==> src/rtl/serial_loader_8bits.sv <==
// serial_loader_8bits
//   Assembles a qualified serial bit stream into a parallel word and hands it
//   to the downstream holding register as a one-cycle load strobe plus data.
//   A frame is a start strobe, DATA_WIDTH qualified data bits, and (when
//   SERIAL_LOADER_PARITY_EN is defined) one trailing even-parity bit.
//
// Build option:
//   SERIAL_LOADER_PARITY_EN  defined   -> parity bit checked, parity_err strobes
//                            undefined -> no parity bit, parity_err tied low
//
// Ports:
//   clock           in   rising-edge clock
//   clear_n         in   asynchronous active-low reset
//   start           in   begins or restarts a frame (wins over serial_valid)
//   serial_in       in   data bit, sampled only when serial_valid=1
//   serial_valid    in   qualifies serial_in this cycle
//   load            out  one-cycle strobe, register_input holds a new word
//   register_input  out  last accepted word, held between strobes
//   busy            out  frame in progress (SHIFT or PARITY)
//   parity_err      out  one-cycle strobe on parity mismatch
//
// state  | meaning
// -------+----------------------------------------------------------
// IDLE   | waiting for start; serial_valid ignored
// SHIFT  | collecting data bits; stalls while serial_valid=0
// PARITY | waiting for the parity bit (parity build only)
// DONE   | single cycle; load or parity_err is presented here

module serial_loader_8bits #(
  parameter int DATA_WIDTH = 8,
  parameter bit MSB_FIRST  = 1'b1
) (
  input  logic                  clock,
  input  logic                  clear_n,
  input  logic                  start,
  input  logic                  serial_in,
  input  logic                  serial_valid,
  output logic                  load,
  output logic [DATA_WIDTH-1:0] register_input,
  output logic                  busy,
  output logic                  parity_err
);

  localparam int CW = $clog2(DATA_WIDTH + 1);
  localparam logic [CW-1:0] LAST_BIT = CW'(DATA_WIDTH - 1);

  typedef enum logic [1:0] {
    IDLE   = 2'd0,
    SHIFT  = 2'd1,
    PARITY = 2'd2,
    DONE   = 2'd3
  } state_t;

  state_t                state;
  logic [DATA_WIDTH-1:0] sh;
  logic [DATA_WIDTH-1:0] sh_next;
  logic [CW-1:0]         count;

`ifdef SERIAL_LOADER_PARITY_EN
  logic perr_q;
  assign parity_err = perr_q;
`else
  assign parity_err = 1'b0;
`endif

  // Word as it will look once the current serial_in is accepted.
  always_comb begin
    sh_next = sh;
    if (MSB_FIRST)
      sh_next = {sh[DATA_WIDTH-2:0], serial_in};
    else
      sh_next = {serial_in, sh[DATA_WIDTH-1:1]};
  end

  // load/register_input/busy are registered on the edge that enters DONE, so
  // they are valid during the DONE cycle itself.
  always_ff @(posedge clock or negedge clear_n) begin
    if (!clear_n) begin
      state          <= IDLE;
      sh             <= '0;
      count          <= '0;
      load           <= 1'b0;
      register_input <= '0;
      busy           <= 1'b0;
`ifdef SERIAL_LOADER_PARITY_EN
      perr_q         <= 1'b0;
`endif
    end else begin
      load <= 1'b0;
`ifdef SERIAL_LOADER_PARITY_EN
      perr_q <= 1'b0;
`endif
      case (state)
        IDLE: begin
          if (start) begin
            state <= SHIFT;
            count <= '0;
            sh    <= '0;
            busy  <= 1'b1;
          end
        end

        SHIFT: begin
          if (start) begin
            // Abort: the bit presented alongside start is discarded.
            count <= '0;
            sh    <= '0;
          end else if (serial_valid) begin
            sh    <= sh_next;
            count <= count + CW'(1);
            if (count == LAST_BIT) begin
`ifdef SERIAL_LOADER_PARITY_EN
              state <= PARITY;
`else
              state          <= DONE;
              load           <= 1'b1;
              register_input <= sh_next;
              busy           <= 1'b0;
`endif
            end
          end
        end

        PARITY: begin
`ifdef SERIAL_LOADER_PARITY_EN
          if (start) begin
            state <= SHIFT;
            count <= '0;
            sh    <= '0;
          end else if (serial_valid) begin
            state <= DONE;
            busy  <= 1'b0;
            // Even parity: word plus parity bit must have an even number of ones.
            if ((^{sh, serial_in}) == 1'b0) begin
              load           <= 1'b1;
              register_input <= sh;
            end else begin
              perr_q <= 1'b1;
            end
          end
`else
          state <= IDLE;
          busy  <= 1'b0;
`endif
        end

        DONE: begin
          if (start) begin
            state <= SHIFT;
            count <= '0;
            sh    <= '0;
            busy  <= 1'b1;
          end else begin
            state <= IDLE;
          end
        end

        default: begin
          state <= IDLE;
          busy  <= 1'b0;
        end
      endcase
    end
  end

endmodule
==> config.mk <==
export PLATFORM = sky130hd
export DESIGN_NAME = serial_loader_8bits
export DESIGN_NICKNAME = d
export VERILOG_FILES = /design/src/rtl/serial_loader_8bits.sv
export SDC_FILE = /design/constraint.sdc
export NUM_CORES = 1
export LEC_CHECK = 0
export ABC_AREA = 1
export BUFFER_PORTS_ARGS = -buffer_cell sky130_fd_sc_hd__buf_2
export CAP_MARGIN = 20
export CORE_MARGIN = 8
export CORE_UTILIZATION = 50
export CTS_CLUSTER_DIAMETER = 60
export CTS_CLUSTER_SIZE = 12
export DETAILED_ROUTE_END_ITERATION = 12
export GPL_TIMING_DRIVEN = 0
export PLACE_DENSITY = 0.72
export SYNTH_ARGS = -nofsm -noshare
export SYNTH_HDL_FRONTEND = slang
export SYNTH_SLANG_ARGS = --single-unit
export TNS_END_PERCENT = 50
==> constraint.sdc <==
create_clock -name clock -period 2.6 [get_ports clock]
set_input_delay 0.39 -clock clock [delete_from_list [all_inputs] [get_ports clock]]
set_output_delay 0.39 -clock clock [all_outputs]
set_load 0.01 [all_outputs]
==> metrics, run 1 <==
synth warn=0; total net switching power=0.296 mW; total wire length=1.95 mm; Synth area leaders=dfrtp_1 (50%), nand2_1 (11%), ha_1 (6.5%), inv_1 (6.5%), o21ai_2 (6.1%); CP startpoint=state[0]; GRT overflow=0; RSZ-0062 raised after global routing=false; largest family of logic cells by synthesized area=simple AND/OR/NAND/NOR gates; Final #Nets=157; ANT cells=0; Synth top area share=0.501; count of final hold-check violations=0; flops & latches, synth=23; hold-fix buffer count after cts=0; CP top delay family=flip-flops; Multi-input gate area=472 um^2; number of max-cap violations=0; register area share after synthesis=0.501; hold slack=28.8 ps; area of all placed cells without fillers=1280 um^2; Buffers on Ports=14; DRT Pass-1 Iters=4; Area Growth Syn to Fin=11.4%; Place WS=1010 ps; total negative setup slack=0 ps; Final Setup Violations=0; initial DRC count=43; Inst Count DP=169; initial antenna violation count=0; R2R Setup Slk=990 ps; register area=576 um^2; complex-gate fraction of the synthesized area=0.108; R2R depth=9; Longest Clk Path Bufs=2; endpoint type of the worst setup path=flop; syn nets=138; Pwr Density=646 nW/um^2; clock tree sinks=23; total CTS buffers=3; Startpoint Class=flop; Remaining DRCs=0; Clock power frac=0.191; average wire per standard cell=11.2 um; latest clock arrival within the worst-skew pair=300 ps; commonest non-fill, non-tap cell in the layout=nand2_1; Comb pwr share=0.313; postcts setup bufs=0; Via density=4.89; Post-Synth XOR/XNOR Area=0; reg2reg end=count[2]; boundary pin count=16; die area=4090 um^2; WP data required=2810 ps; H-tree Lvls=1; DP HPWL=1.45 mm; first-pass GRT wire length=3.35 mm; total power=0.827 mW; f_max=620 MHz; simple-gate share of the synthesized area=0.234; CTS tree=built; CP dominant cell by count=nand2_1; CP Class=flop to flop; post-synth cell types=20; crit path buf inv count=3; sw frac=0.358; chip width=63.9 um; pin count of the biggest net entering global routing=24; Final Non-Filler Cells=173; Worst Hold Class=primary input to asynchronous set/reset pin; P_leak=0.693 nW; period utilization=0.620; Initial Utilization=0.524; clk slew on worst S/H paths=120 ps; row cnt=17; synthesized area=1150 um^2; most frequent cells in the layout=nand2_1 (35), dfrtp_1 (23), inv_1 (20); Mapped Cells=127; Total GRT Usage=0.0996; run status=finished, final reports clean; Die Span Y=63.9 um; Post-DRT Antenna Nets=0; CTS root buf=clkbuf_4; R2R Path Start=state[0]; min Tclk post-route=1610 ps; placement-stage cell area=1250 um^2; Synth Area in Adders=0.0654; peak supply drop=0.000427 V; Sequential Power Share=0.496; post-synthesis mux area share=0; Layout Utilization=0.584; Critical Path Max Stage Delay=450 ps; CTS resizes=0; Slew Limit Fails=0; Stages on worst setup path=9; CP Capture Point=count[2]; worst setup margin=988 ps; Critical-path top delay cell=dfrtp_1; vias in the first global route=803; largest area contributor in the netlist=dfrtp_1; core area=2190 um^2; worst path cell trace=inv_1, ha_1, nand2_1, nand2_1, nand2_1, inv_2, nand2_1, nand2_1, inv_1; RD Place Congestion=0.807; Fillers=178; skew final=3.60 ps; via count=846; critical path arrival=1820 ps; crit path max fanout=9; internal power=0.531 mW; syn_area_per_cell=9.04 um^2; layout cells sized above 1=0.248
how the worst min path moves through the flow:
| stage | startpoint | to | slack (ps) |
|---|---|---|---|
| final | clear_n | register_input[3] | 30 |
| after global placement | clear_n | register_input[4] | 390 |
| after global routing | clear_n | register_input[3] | 60 |
| after floorplan | clear_n | busy | 90 |
| after detailed placement | clear_n | register_input[3] | 390 |
| after CTS | clear_n | count[1] | 40 |
synthesized netlist by cell type (all sizes together):
| cell type | count |
|---|---|
| nand2 | 38 |
| dfrtp | 23 |
| inv | 22 |
| nand3 | 10 |
| o21ai | 10 |
| o22ai | 7 |
| ha | 6 |
| nor2 | 4 |
| nand4 | 3 |
| buf | 2 |
| conb | 1 |
| nor4 | 1 |
layout make-up:
class	instances	share of cell area
inverters	22	0.0645
repair buffers	14	0.0547
flip-flops and latches	23	0.450
clock buffers	4	0.0205
plain buffers	2	0.0147
well taps	28	0.0274
multi-input cells	80	0.369
sequential cells by signal (all words and copies together) (netlist names):
register        flops
register_input      8
count               4
sh                  7
load                1
state               2
busy                1
per-layer routing:
layer	global-route usage	vias up	wire [um]
li1	-	442	-
met1	0.116	390	939
met2	0.161	12	893
met3	0.0314	2	98
met4	0.0529	0	14
met5	0	-	0
power groups by stage:
stage	combinational, mW	sequential, mW	clock [mW]
global placement	0.251	0.416	0
CTS	0.260	0.411	0.169
finish	0.259	0.410	0.158
floorplan	0.195	0.418	0
global route	0.304	0.416	0.173
detailed placement	0.259	0.418	0
logic make-up after synthesis:
family / count (synthesis)
simple gates: 56
buf+inv: 24
flops: 23
compound gates: 17
fa+ha+maj: 6
other cells: 1
No activity file was read; power rests on OpenSTA's default activity.
==> inputs of run 2 (changes only) <==
--- a/config.mk
+++ b/config.mk
@@ -5,16 +5,16 @@
 export SDC_FILE = /design/constraint.sdc
 export NUM_CORES = 1
 export LEC_CHECK = 0
-export ABC_AREA = 1
+export ABC_AREA = 0
 export BUFFER_PORTS_ARGS = -buffer_cell sky130_fd_sc_hd__buf_2
 export CAP_MARGIN = 20
 export CORE_MARGIN = 8
-export CORE_UTILIZATION = 50
+export CORE_UTILIZATION = 49
 export CTS_CLUSTER_DIAMETER = 60
 export CTS_CLUSTER_SIZE = 12
 export DETAILED_ROUTE_END_ITERATION = 12
 export GPL_TIMING_DRIVEN = 0
-export PLACE_DENSITY = 0.72
+export PLACE_DENSITY = 0.74
 export SYNTH_ARGS = -nofsm -noshare
 export SYNTH_HDL_FRONTEND = slang
 export SYNTH_SLANG_ARGS = --single-unit
==> constraint.sdc (replaced) <==
create_clock -name clock -period 1.3 [get_ports clock]
set_input_delay 0.195 -clock clock [delete_from_list [all_inputs] [get_ports clock]]
set_output_delay 0.195 -clock clock [all_outputs]
set_load 0.01 [all_outputs]
==> run 2 against run 1 <==
  * The run now ends with negative setup slack left
  * Fmax about the same
  * Critical path depth decreased by 3
  * Synthesized area decreased by 5.4%
  * Sequential cell count unchanged
  * Count of clock-buffer cells in the layout decreased by 1
  * Non-clock buffer count increased by 12
  * Die area decreased by 2.6%
  * Final cell count decreased by 18%
  * Clock power increased by 120%
  * Power increased by 47%
  * First-iteration DRC count decreased by 26%
==> metrics, run 2 <==
P_leak=0.728 nW; register area share after synthesis=0.530; synthesized area=1090 um^2; GRT overflow=0; initial DRC count=32; RSZ-0062 raised after global routing=true; Longest Clk Path Bufs=2; syn_area_per_cell=12.9 um^2; Synth top area share=0.530; Final #Nets=125; core area=2150 um^2; most frequent cells in the layout=dfrtp_1 (22), buf_2 (15), a22o_1 (9), buf_4 (9), mux2_2 (8); Synth area leaders=dfrtp_1 (53%), mux2_2 (9.3%), a22o_1 (7.3%), ha_1 (6.9%), a31oi_1 (2.3%); crit path max fanout=5; largest area contributor in the netlist=dfrtp_1; most frequent cell after synthesis=dfrtp_1; Worst Hold Class=primary input to flop; run status=complete, but fails checks; Async S/R FF share, synth=1.00; RD Place Congestion=0.720; f_max=621 MHz; register with the highest flop count=register_input; R2R Setup Slk=-310 ps; Via density=5.48; Synth Flop Type=dfrtp_1; H-tree Lvls=1; skew final=8.38 ps; Slew Limit Fails=0; CTS tree=built; Total GRT Usage=0.119; hold slack=111 ps; synth warn=0; vias in the first global route=821; CTS root buf=clkbuf_4; violated checks=negative setup slack; total wire length=2.24 mm; total CTS buffers=3; clock tree sinks=23; die area=3980 um^2; Pwr Density=879 nW/um^2; Startpoint Class=flop; R2R depth=6; critical path arrival=1830 ps; min Tclk post-route=1610 ps; flops & latches, synth=23; layout cells sized above 1=0.478; commonest non-fill, non-tap cell in the layout=dfrtp_1; endpoint type of the worst setup path=flop; chip width=63.1 um; R2R Path Start=state[0]; latest clock arrival within the worst-skew pair=320 ps; Remaining DRCs=0; reg2reg end=sh[1]; average wire per standard cell=15.9 um; total power=1.22 mW; pin count of the biggest net entering global routing=24; biggest regs=register_input (8), sh (7), count (4); first-pass GRT wire length=3.84 mm; Mapped Cells=84; worst setup margin=-311 ps; Post-synth top cells=dfrtp_1 (23), a22o_1 (9), mux2_2 (9), ha_1 (6), inv_1 (5); peak supply drop=0.000645 V; Area Growth Syn to Fin=27.6%; number of max-cap violations=0; DP HPWL=1.52 mm; syn nets=95; Final Setup Violations=21; EDFF count, synth=0; period utilization=1.24; Buffers on Ports=14; count of final hold-check violations=0; clk slew on worst S/H paths=140 ps; row cnt=17; post-synth cell types=29; CP Capture Point=sh[1]; max reg flops=8; DRT Pass-1 Iters=4; CP startpoint=state[0]; Layout Utilization=0.645; Die Span Y=63.1 um; initial antenna violation count=0; boundary pin count=16; ANT cells=0; Initial Utilization=0.506; via count=773; CP Class=flop to flop; Place WS=-441 ps; Post-DRT Antenna Nets=0; WP data required=1510 ps
run 2: metal layers:
metal / part of all wire / vias up / global-route usage
met1: 0.47 / 384 / 0.137
met5: 0 / - / 0
met3: 0.031 / 4 / 0.0318
met4: 0.015 / 0 / 0.0598
li1: - / 367 / -
met2: 0.48 / 18 / 0.198
run 2: final cells by class:
type	count	area, um^2
timing repair buffer	25	171
fill	165	762
buffer	3	23.8
multi-input combinational	53	528
clock inverter	1	7.51
inverter	5	21.3
clock buffer	3	22.5
tap	28	35.0
sequential	23	577
run 2: worst max-delay path: stages, from the launching register on:
cell and delay (ps):
dfrtp_2 460, inv_4 90, ha_4 220, nor2b_4 130, or2_4 230, buf_4 150
a22o_1 220
run 2: what timing repair did:
action,CTS,global route
pin swaps,5,2
cloned,1,0
hold endpoints to repair,23,0
setup endpoints to repair,21,22
hold buffers,1,0
buffers inserted,9,0
resized for setup,4,4
run 2: power breakdown:
group          internal (mW)  total (mW)  switching (mW)
registers              0.732       0.744          0.0126
logic                 0.0606       0.130          0.0692
clock network          0.117       0.345           0.227
total                  0.910        1.22           0.309
run 2: through the flow:
stage | cell area (um^2) | cells | TNS, ps
after CTS | 1370 | 141 | -5560
final | 1390 | 141 | -5520
after floorplan | 1130 | 84 | -4840
after detailed placement | 1230 | 126 | -7430
after global routing | 1390 | 141 | -6380
after global placement | 1230 | 126 | -7160
run 2: kinds of logic after synthesis:
family,after synthesis,synth area share
AO/OA/AOI/OAI,23,0.166
flip-flops,23,0.530
AND/OR/NAND/NOR,14,0.105
multiplexers,9,0.0933
buffers and inverters,8,0.0334
adder cells (fa/ha/maj),6,0.0691
other,1,0.00345
run 2: how the worst min path moves through the flow:
stage               from                 to  depth (start not counted)
3_5_place_dp     clear_n  register_input[7]                          1
3_3_place_gp     clear_n  register_input[6]                          1
4_1_cts        serial_in              sh[0]                          2
5_1_grt        serial_in              sh[0]                          2
6_report       serial_in              sh[0]                          2
2_1_floorplan    clear_n               busy                          0
